## src/rtl/multicycle_control.sv

```systemverilog
`default_nettype none
// +----------------------------------------------------------------------------+
// | Module      : multicycle_control                                           |
// | Description : Moore sequencer for the multi-cycle MIPS datapath. It steps   |
// |               each instruction through fetch/decode/execute/memory/        |
// |               writeback, drives every datapath select and write enable,    |
// |               stalls on the shared memory port using mem_ready, and        |
// |               raises a sticky flag on unsupported opcodes.                 |
// | Option      : define CTRL_JAL_EN to add the jal (op_code 000011) path.     |
// | Revision    : 1.0 - initial release                                        |
// +----------------------------------------------------------------------------+
module multicycle_control #(
  parameter int CNT_W = 32
) (
  input  logic             clk,
  input  logic             rst,
  input  logic [5:0]       op_code,
  input  logic [5:0]       funct,
  input  logic             zero,
  input  logic             mem_ready,
  output logic             pc_write,
  output logic             pc_write_cond,
  output logic             iord,
  output logic             mem_read,
  output logic             mem_write,
  output logic             ir_write,
  output logic             mdr_write,
  output logic             reg_write,
  output logic [1:0]       reg_dst,
  output logic [1:0]       mem_to_reg,
  output logic             alu_src_a,
  output logic [1:0]       alu_src_b,
  output logic [1:0]       alu_op,
  output logic [1:0]       pc_source,
  output logic             illegal,
  output logic [3:0]       state,
  output logic [CNT_W-1:0] instr_count
);

  localparam logic [5:0] OP_RTYPE = 6'b000000;
  localparam logic [5:0] OP_J     = 6'b000010;
  localparam logic [5:0] OP_JAL   = 6'b000011;
  localparam logic [5:0] OP_BEQ   = 6'b000100;
  localparam logic [5:0] OP_ADDI  = 6'b001000;
  localparam logic [5:0] OP_ANDI  = 6'b001100;
  localparam logic [5:0] OP_LW    = 6'b100011;
  localparam logic [5:0] OP_SW    = 6'b101011;
  localparam logic [5:0] FN_JR    = 6'b001000;

  typedef enum logic [3:0] {
    S_FETCH    = 4'd0,
    S_DECODE   = 4'd1,
    S_MEM_ADDR = 4'd2,
    S_MEM_RD   = 4'd3,
    S_MEM_WB   = 4'd4,
    S_MEM_WR   = 4'd5,
    S_R_EXEC   = 4'd6,
    S_R_WB     = 4'd7,
    S_BRANCH   = 4'd8,
    S_JUMP     = 4'd9,
    S_I_EXEC   = 4'd10,
    S_I_WB     = 4'd11,
    S_JR       = 4'd12,
`ifdef CTRL_JAL_EN
    S_JAL      = 4'd13,
`endif
    S_TRAP     = 4'd15
  } state_t;

  state_t state_q;
  state_t state_d;
  logic   retire;

  // The zero flag is consumed by the datapath through pc_write_cond; the
  // sequencer itself never branches on it.
  logic unused_zero;
  assign unused_zero = zero;

  assign state = state_q;

  // State register, sticky illegal flag and retired-instruction counter.
  always_ff @(posedge clk) begin
    if (rst) begin
      state_q     <= S_FETCH;
      illegal     <= 1'b0;
      instr_count <= '0;
    end else begin
      state_q <= state_d;
      if (state_d == S_TRAP) begin
        illegal <= 1'b1;
      end
      if (retire) begin
        instr_count <= instr_count + CNT_W'(1);
      end
    end
  end

  // Next-state and output decode; reset masks every enable and request.
  always_comb begin
    state_d       = state_q;
    retire        = 1'b0;
    pc_write      = 1'b0;
    pc_write_cond = 1'b0;
    iord          = 1'b0;
    mem_read      = 1'b0;
    mem_write     = 1'b0;
    ir_write      = 1'b0;
    mdr_write     = 1'b0;
    reg_write     = 1'b0;
    reg_dst       = 2'b00;
    mem_to_reg    = 2'b00;
    alu_src_a     = 1'b0;
    alu_src_b     = 2'b00;
    alu_op        = 2'b00;
    pc_source     = 2'b00;

    case (state_q)
      S_FETCH: begin
        mem_read  = 1'b1;
        alu_src_b = 2'b01;
        ir_write  = mem_ready;
        pc_write  = mem_ready;
        if (mem_ready) begin
          state_d = S_DECODE;
        end
      end
      S_DECODE: begin
        // Branch target is precomputed into ALUOut while the opcode decodes.
        alu_src_b = 2'b11;
        case (op_code)
          OP_LW, OP_SW:     state_d = S_MEM_ADDR;
          OP_RTYPE:         state_d = (funct == FN_JR) ? S_JR : S_R_EXEC;
          OP_BEQ:           state_d = S_BRANCH;
          OP_J:             state_d = S_JUMP;
          OP_ADDI, OP_ANDI: state_d = S_I_EXEC;
`ifdef CTRL_JAL_EN
          OP_JAL:           state_d = S_JAL;
`endif
          default:          state_d = S_TRAP;
        endcase
      end
      S_MEM_ADDR: begin
        alu_src_a = 1'b1;
        alu_src_b = 2'b10;
        state_d   = (op_code == OP_LW) ? S_MEM_RD : S_MEM_WR;
      end
      S_MEM_RD: begin
        mem_read  = 1'b1;
        iord      = 1'b1;
        mdr_write = mem_ready;
        if (mem_ready) begin
          state_d = S_MEM_WB;
        end
      end
      S_MEM_WB: begin
        reg_write  = 1'b1;
        mem_to_reg = 2'b01;
        state_d    = S_FETCH;
        retire     = 1'b1;
      end
      S_MEM_WR: begin
        // Request stays asserted unchanged for the whole stall.
        mem_write = 1'b1;
        iord      = 1'b1;
        if (mem_ready) begin
          state_d = S_FETCH;
          retire  = 1'b1;
        end
      end
      S_R_EXEC: begin
        alu_src_a = 1'b1;
        alu_op    = 2'b10;
        state_d   = S_R_WB;
      end
      S_R_WB: begin
        reg_write = 1'b1;
        reg_dst   = 2'b01;
        state_d   = S_FETCH;
        retire    = 1'b1;
      end
      S_BRANCH: begin
        alu_src_a     = 1'b1;
        alu_op        = 2'b01;
        pc_source     = 2'b01;
        pc_write_cond = 1'b1;
        state_d       = S_FETCH;
        retire        = 1'b1;
      end
      S_JUMP: begin
        pc_source = 2'b10;
        pc_write  = 1'b1;
        state_d   = S_FETCH;
        retire    = 1'b1;
      end
      S_I_EXEC: begin
        alu_src_a = 1'b1;
        alu_src_b = 2'b10;
        alu_op    = (op_code == OP_ANDI) ? 2'b11 : 2'b00;
        state_d   = S_I_WB;
      end
      S_I_WB: begin
        reg_write = 1'b1;
        state_d   = S_FETCH;
        retire    = 1'b1;
      end
      S_JR: begin
        pc_source = 2'b11;
        pc_write  = 1'b1;
        state_d   = S_FETCH;
        retire    = 1'b1;
      end
`ifdef CTRL_JAL_EN
      S_JAL: begin
        // PC already holds PC+4 from fetch, so it is the link value.
        reg_write  = 1'b1;
        reg_dst    = 2'b10;
        mem_to_reg = 2'b10;
        pc_source  = 2'b10;
        pc_write   = 1'b1;
        state_d    = S_FETCH;
        retire     = 1'b1;
      end
`endif
      S_TRAP: begin
        state_d = S_TRAP;
      end
      default: begin
        state_d = S_FETCH;
      end
    endcase

    if (rst) begin
      pc_write      = 1'b0;
      pc_write_cond = 1'b0;
      mem_read      = 1'b0;
      mem_write     = 1'b0;
      ir_write      = 1'b0;
      mdr_write     = 1'b0;
      reg_write     = 1'b0;
      retire        = 1'b0;
    end
  end

endmodule
`default_nettype wire
```

## config.mk

```make
export PLATFORM = sky130hd
export DESIGN_NAME = multicycle_control
export DESIGN_NICKNAME = d
export VERILOG_FILES = /design/src/rtl/multicycle_control.sv
export SDC_FILE = /design/constraint.sdc
export NUM_CORES = 1
export LEC_CHECK = 0
export CAP_MARGIN = 20
export CORE_MARGIN = 2
export CORE_UTILIZATION = 45
export DETAILED_ROUTE_END_ITERATION = 12
export PLACE_DENSITY = 0.82
export REMOVE_ABC_BUFFERS = 1
export SLEW_MARGIN = 5
export SYNTH_ARGS = -nofsm -noshare
export SYNTH_HDL_FRONTEND = slang
export SYNTH_SLANG_ARGS = --single-unit
export TNS_END_PERCENT = 5
```

## constraint.sdc

```tcl
create_clock -name clk -period 2.76 [get_ports clk]
set_input_delay 0.552 -clock clk [delete_from_list [all_inputs] [get_ports clk]]
set_output_delay 0.552 -clock clk [all_outputs]
set_load 0.01 [all_outputs]
```

Word-level counts from Yosys, hierarchy flattened
Index checks and enable logic that the tools add are counted.

storage, ports and cells
  register bits = 37
  logic and storage cells = 68

operators by class
  add/sub/neg operators = 1
  eq/ne operators = 21
  muxes and demuxes = 32
  reduce and logical (&&, ||, !) cells = 11

operators by type and width
  operator                                                          number
  32-bit by 1-bit adder with 32-bit output (second input constant)  1
  4-bit case mux with 8 select lines                                1
  4-bit == test (second input constant)                             7
  4-bit case mux with 5 select lines                                1
  1-bit 2-to-1 mux                                                  19
  6-bit by 4-bit == test with 1-bit output (second input constant)  3
  2-bit case mux with 3 select lines                                3
  4-bit by 3-bit == test with 1-bit output (second input constant)  4
  4-bit 2-to-1 mux                                                  4
  6-bit == test (second input constant)                             2
  2-bit OR reduction                                                6
  4-bit by 2-bit == test with 1-bit output (second input constant)  2
  6-bit by 2-bit == test with 1-bit output (second input constant)  1
  6-bit by 3-bit == test with 1-bit output (second input constant)  1
  6-bit zero test                                                   1
  6-bit OR reduction                                                1
  4-bit by 1-bit == test with 1-bit output (second input constant)  1
  4-bit zero test                                                   1
  1-bit case mux with 2 select lines                                2
  4-bit OR reduction                                                1
  3-bit 2-to-1 mux                                                  1
  3-bit OR reduction                                                1
  2-bit 2-to-1 mux                                                  1

Depth between registers and ports, before layout
  depth in word-level cells = 5
  depth in mapped cells = 9
  depth with buffers taken out = 5

Worst setup path before layout
OpenSTA, ideal clock, no wires.

  kind = register -> register
  start = register state_q[2] (netlist: state[2])
  end = register instr_count[18]
  library setup time = 121 ps
  arrival time = 2,136 ps
  required time = 2,639 ps
  path slack = 503 ps
  cell stages (with the launch flop) = 10
  path through = dfxtp_1 -> buf_6 -> and3_4 -> or2_1 -> buf_6 -> or3_4 -> buf_6 -> buf_6 -> nor3b_1 -> mux2_2

between the ends
  word-level cells in the longest chain between the ends = 4
  elaborated cells between the ends (all ways) = 10
  those cells by class = 7 x eq/ne; 2 x mux; 1 x reduce/logical

ends and longest elaborated chain
  what                                                                       line  RTL
  from (decl)                                                                70    state_t state_q;
  from (signal assigned)                                                     88    state_q <= state_d;
  4-bit == test or 4-bit by 3-bit == test with 1-bit output (tied branches)  117   case (state_q)
  6-bit OR reduction (no source line)                                        -
  1-bit case mux with 2 select lines *                                       117
  1-bit 2-to-1 mux *                                                         232   if (rst) begin
  to (signal assigned)                                                       93    instr_count <= instr_count + CNT_W'(1);
  to (decl)                                                                  37    output logic [CNT_W-1:0] instr_count

Every way passes the cells marked *; elsewhere a longest branch is shown, timed or not.
A chain may end at the register's enable or synchronous reset.

Worst setup path after layout
  start = register state_q[1] (netlist: state[1])
  end = output mem_read

between the ends
  word-level cells in the longest chain between the ends = 4
  elaborated cells between the ends (all ways) = 5
  those cells by class = 1 x eq/ne; 2 x mux; 2 x reduce/logical

ends and longest elaborated chain
  what                                                                         line  RTL
  4-bit by 2-bit == test with 1-bit output or 4-bit zero test (tied branches)  117
  2-bit OR reduction (no source line) *                                        -
  1-bit 2-to-1 mux *                                                           117
  1-bit 2-to-1 mux *                                                           232
  to (decl)                                                                    24    output logic mem_read,

Marks and branches as above.

==> metrics.cfg <==
[global_routing]
antenna_found_initial = 0
grt_max_degree = 17
grt_pass1_vias = 2183
grt_usage_pct = 21.9
grt_pass1_wl_mm = 9.65
overflow = 0

[sta]
timing.setup.tns_ps = 0
setup_viol = 0
max_freq_mhz = 376
fin_crit_ps = 2660
maxSlewHeadroom_pct = 64.8
timing.final.ws_setup_ps = 102
slew_violations = 0
tightest_slew_ps = 520
hold_violations = 0
finClkSkew_ps = 3.71
grt_setup_unrepaired = yes
post-route-period-util_pct = 96.3
timing.hold.ws_ps = 465

[floorplanning]
io_pins = 72
initial_utilization_pct = 46.9
fp-row-count = 25
coreArea_um2 = 4750
die_area_um2 = 5530
die_y_um = 74.4
die_w_um = 74.4

[yosys]
postSynthCellCount = 286
synth_xor_area_share_pct = 6.29
yosysMostFrequentCell = dfxtp_1
synth_top_family_by_area = simple AND/OR/NAND/NOR gates
syn_avg_cell_area_um2 = 7.79
synthDistinctLibCells = 53
synthSimpleGateAreaFrac_pct = 35.7
ys.flop_type = dfxtp_1
synth_common_cells = dfxtp_1, nor2_1, a21oi_1
async_reset_ff_share_pct = 0
syn-cell-area_um2 = 2230
synth-edff-count = 0
yosys_warnings = 0
synth_area_leaders = dfxtp_1, nor2_1, a21oi_1
yosys.area.top_type = dfxtp_1
synth_compound_area_share_pct = 15.6
synth_top_area_share_pct = 33.2
synthAdderAreaFrac_pct = 0.561
synth_mux_area_share_pct = 1.97
synth.yosys.seq_area_share_pct = 33.2
ys_ff_latch = 37

[drt]
wl_per_cell_um = 13.5
drt_iter0_drc = 149
route.detailed.drc = 0
avgViaCountPerCell = 5.55
routed_wl_mm = 5.84
drt-pass1-iter-count = 4
ant_nets = 0
via_count = 2403

[hold_path]
hold_class = flop to flop
min_from = instr_count[31]
worstHoldEndpoint = instr_count[31]
hold_path_depth = 1

[worst_setup_path]
cp.required_ps = 2210
cp.arrival_ps = 2110
crit_chain = or2_2, a2111oi_1, clkdlybuf4s50_1
setup.worst_path.class = flop to output port
r2r_setup_slack_ps = 390
start_kind = flop
cp_slowest_cell = clkdlybuf4s50_1
reg2reg_to = instr_count[28]
critPathMaxFanout = 6
end_kind = output port
regToRegStartpoint = state[2]
cpPeakStageDelay_ps = 620
r2r_cells = 5
cp_num_buf_inv = 1
startpoint = state[1]
critical-path-top-delay-family = buffers and inverters

[power]
finalPower_w = 0.00180
ir_worst_vdd_uv = 492
power_density_nw_per_um2 = 572
p_leak_nw = 1.06

[clocking]
cts.path.max_buffers = 2
clk_pin_slew_ps = 70
cts_tree = yes
htree_levels = 2
insertion_delay_ps = 280
numCtsBuffers = 5
cts.sinks = 37
cts-root-buf = clkbuf_8

[final_layout]
finalNonFillerCells = 433
area_growth_pct = 41.5
fill_cells = 439
drive_above_1_share_pct = 12.0
nets = 382
n_antenna_cell = 0

[place]
placedCellCount = 425
dpl.hpwl_mm = 4.49
place_ws_ps = -118
gp_congestion = 0.866
io_buffers = 68

[status]
status = finished, final reports clean

[flow_run]
cap_violations = 0

==> power breakdown <==
part,switching (W),internal [W],total [W],leakage (nW)
registers,0.0000577,0.000565,0.000622,0.299
clock network,0.000185,0.000175,0.000360,0.0450
logic,0.000406,0.000416,0.000822,0.716
total,0.000648,0.00116,0.00180,1.06
==> worst max path at each step <==
stage | to | cells after the start
final | mem_read | 3
after global placement | alu_op[0] | 6
after floorplan | instr_count[27] | 5
after CTS | mem_write | 4
after detailed placement | alu_op[0] | 6
after global routing | mem_read | 3
==> per-stage QoR <==
stage / instance area [um^2] / util, %
global placement: 3060 / 64.3
global route: 3150 / 66.3
CTS: 3140 / 66.0
finish: 3150 / 66.3
detailed placement: 3060 / 64.3
floorplan: 2120 / -
==> logic make-up (layout without fill, tap and decap cells) <==
group,Yosys count,after routing
AOI/OAI and AO/OA,55,55
xor gates and xnor gates,16,16
adders and majority gates,1,1
buffers and inverters,28,107
DFF,37,37
muxes,4,4
other,1,2
and+or+nand+nor,144,144
==> routing by layer <==
layer | share of wire, % | up-vias | global-route usage (%)
met2 | 47 | 78 | 37.4
met5 | 0 | - | 0
li1 | - | 1201 | -
met4 | 0.41 | 0 | 5.16
met3 | 5.1 | 5 | 3.66
met1 | 47 | 1119 | 29.0
==> repair_timing <==
item | in CTS | in global routing
hold buffers | 0 | 0
resized for setup | 2 | 4
setup buffers | 0 | 0
endpoints found under the setup margin | 2 | 4
==> layout by cell type (no fill, tap or decap), types with 2 or more instances in the layout <==
cell,count
nor4b_1,3
conb_1,2
nand2b_1,4
buf_4,23
xor2_1,8
mux2_2,3
clkinv_2,2
or4_1,7
nor4_2,3
nor4_1,7
nand4_1,12
nor3_1,8
a211oi_1,2
nor2_1,31
nand2_1,20
dfxtp_1,37
a21o_1,2
inv_1,8
nor3b_1,4
xnor2_1,8
nor2b_1,6
dlygate4sd2_1,2
or2_2,2
and4_1,2
nand3_1,10
a21oi_1,21
clkbuf_8,5
clkdlybuf4s50_1,66
or3_1,8
and2_1,6
nand3b_1,2
o31ai_1,6
o21ai_0,11
and3_1,3
==> sequential cells by signal (all words and copies together) (netlist names) <==
name,cells
illegal,1
state,4
instr_count,32
==> area by class of cell <==
type                    instances  area, um^2  area share [%]
flip-flops and latches         37         741            23.5
inverters                       8        30.0           0.952
clock buffers                   6        72.6            2.30
multi-input cells             222        1370            43.3
clock inverters                 2        10.0           0.317
well taps                      67        83.8            2.66
repair buffers                 91         851            27.0
(Power assumes the default switching activity.)
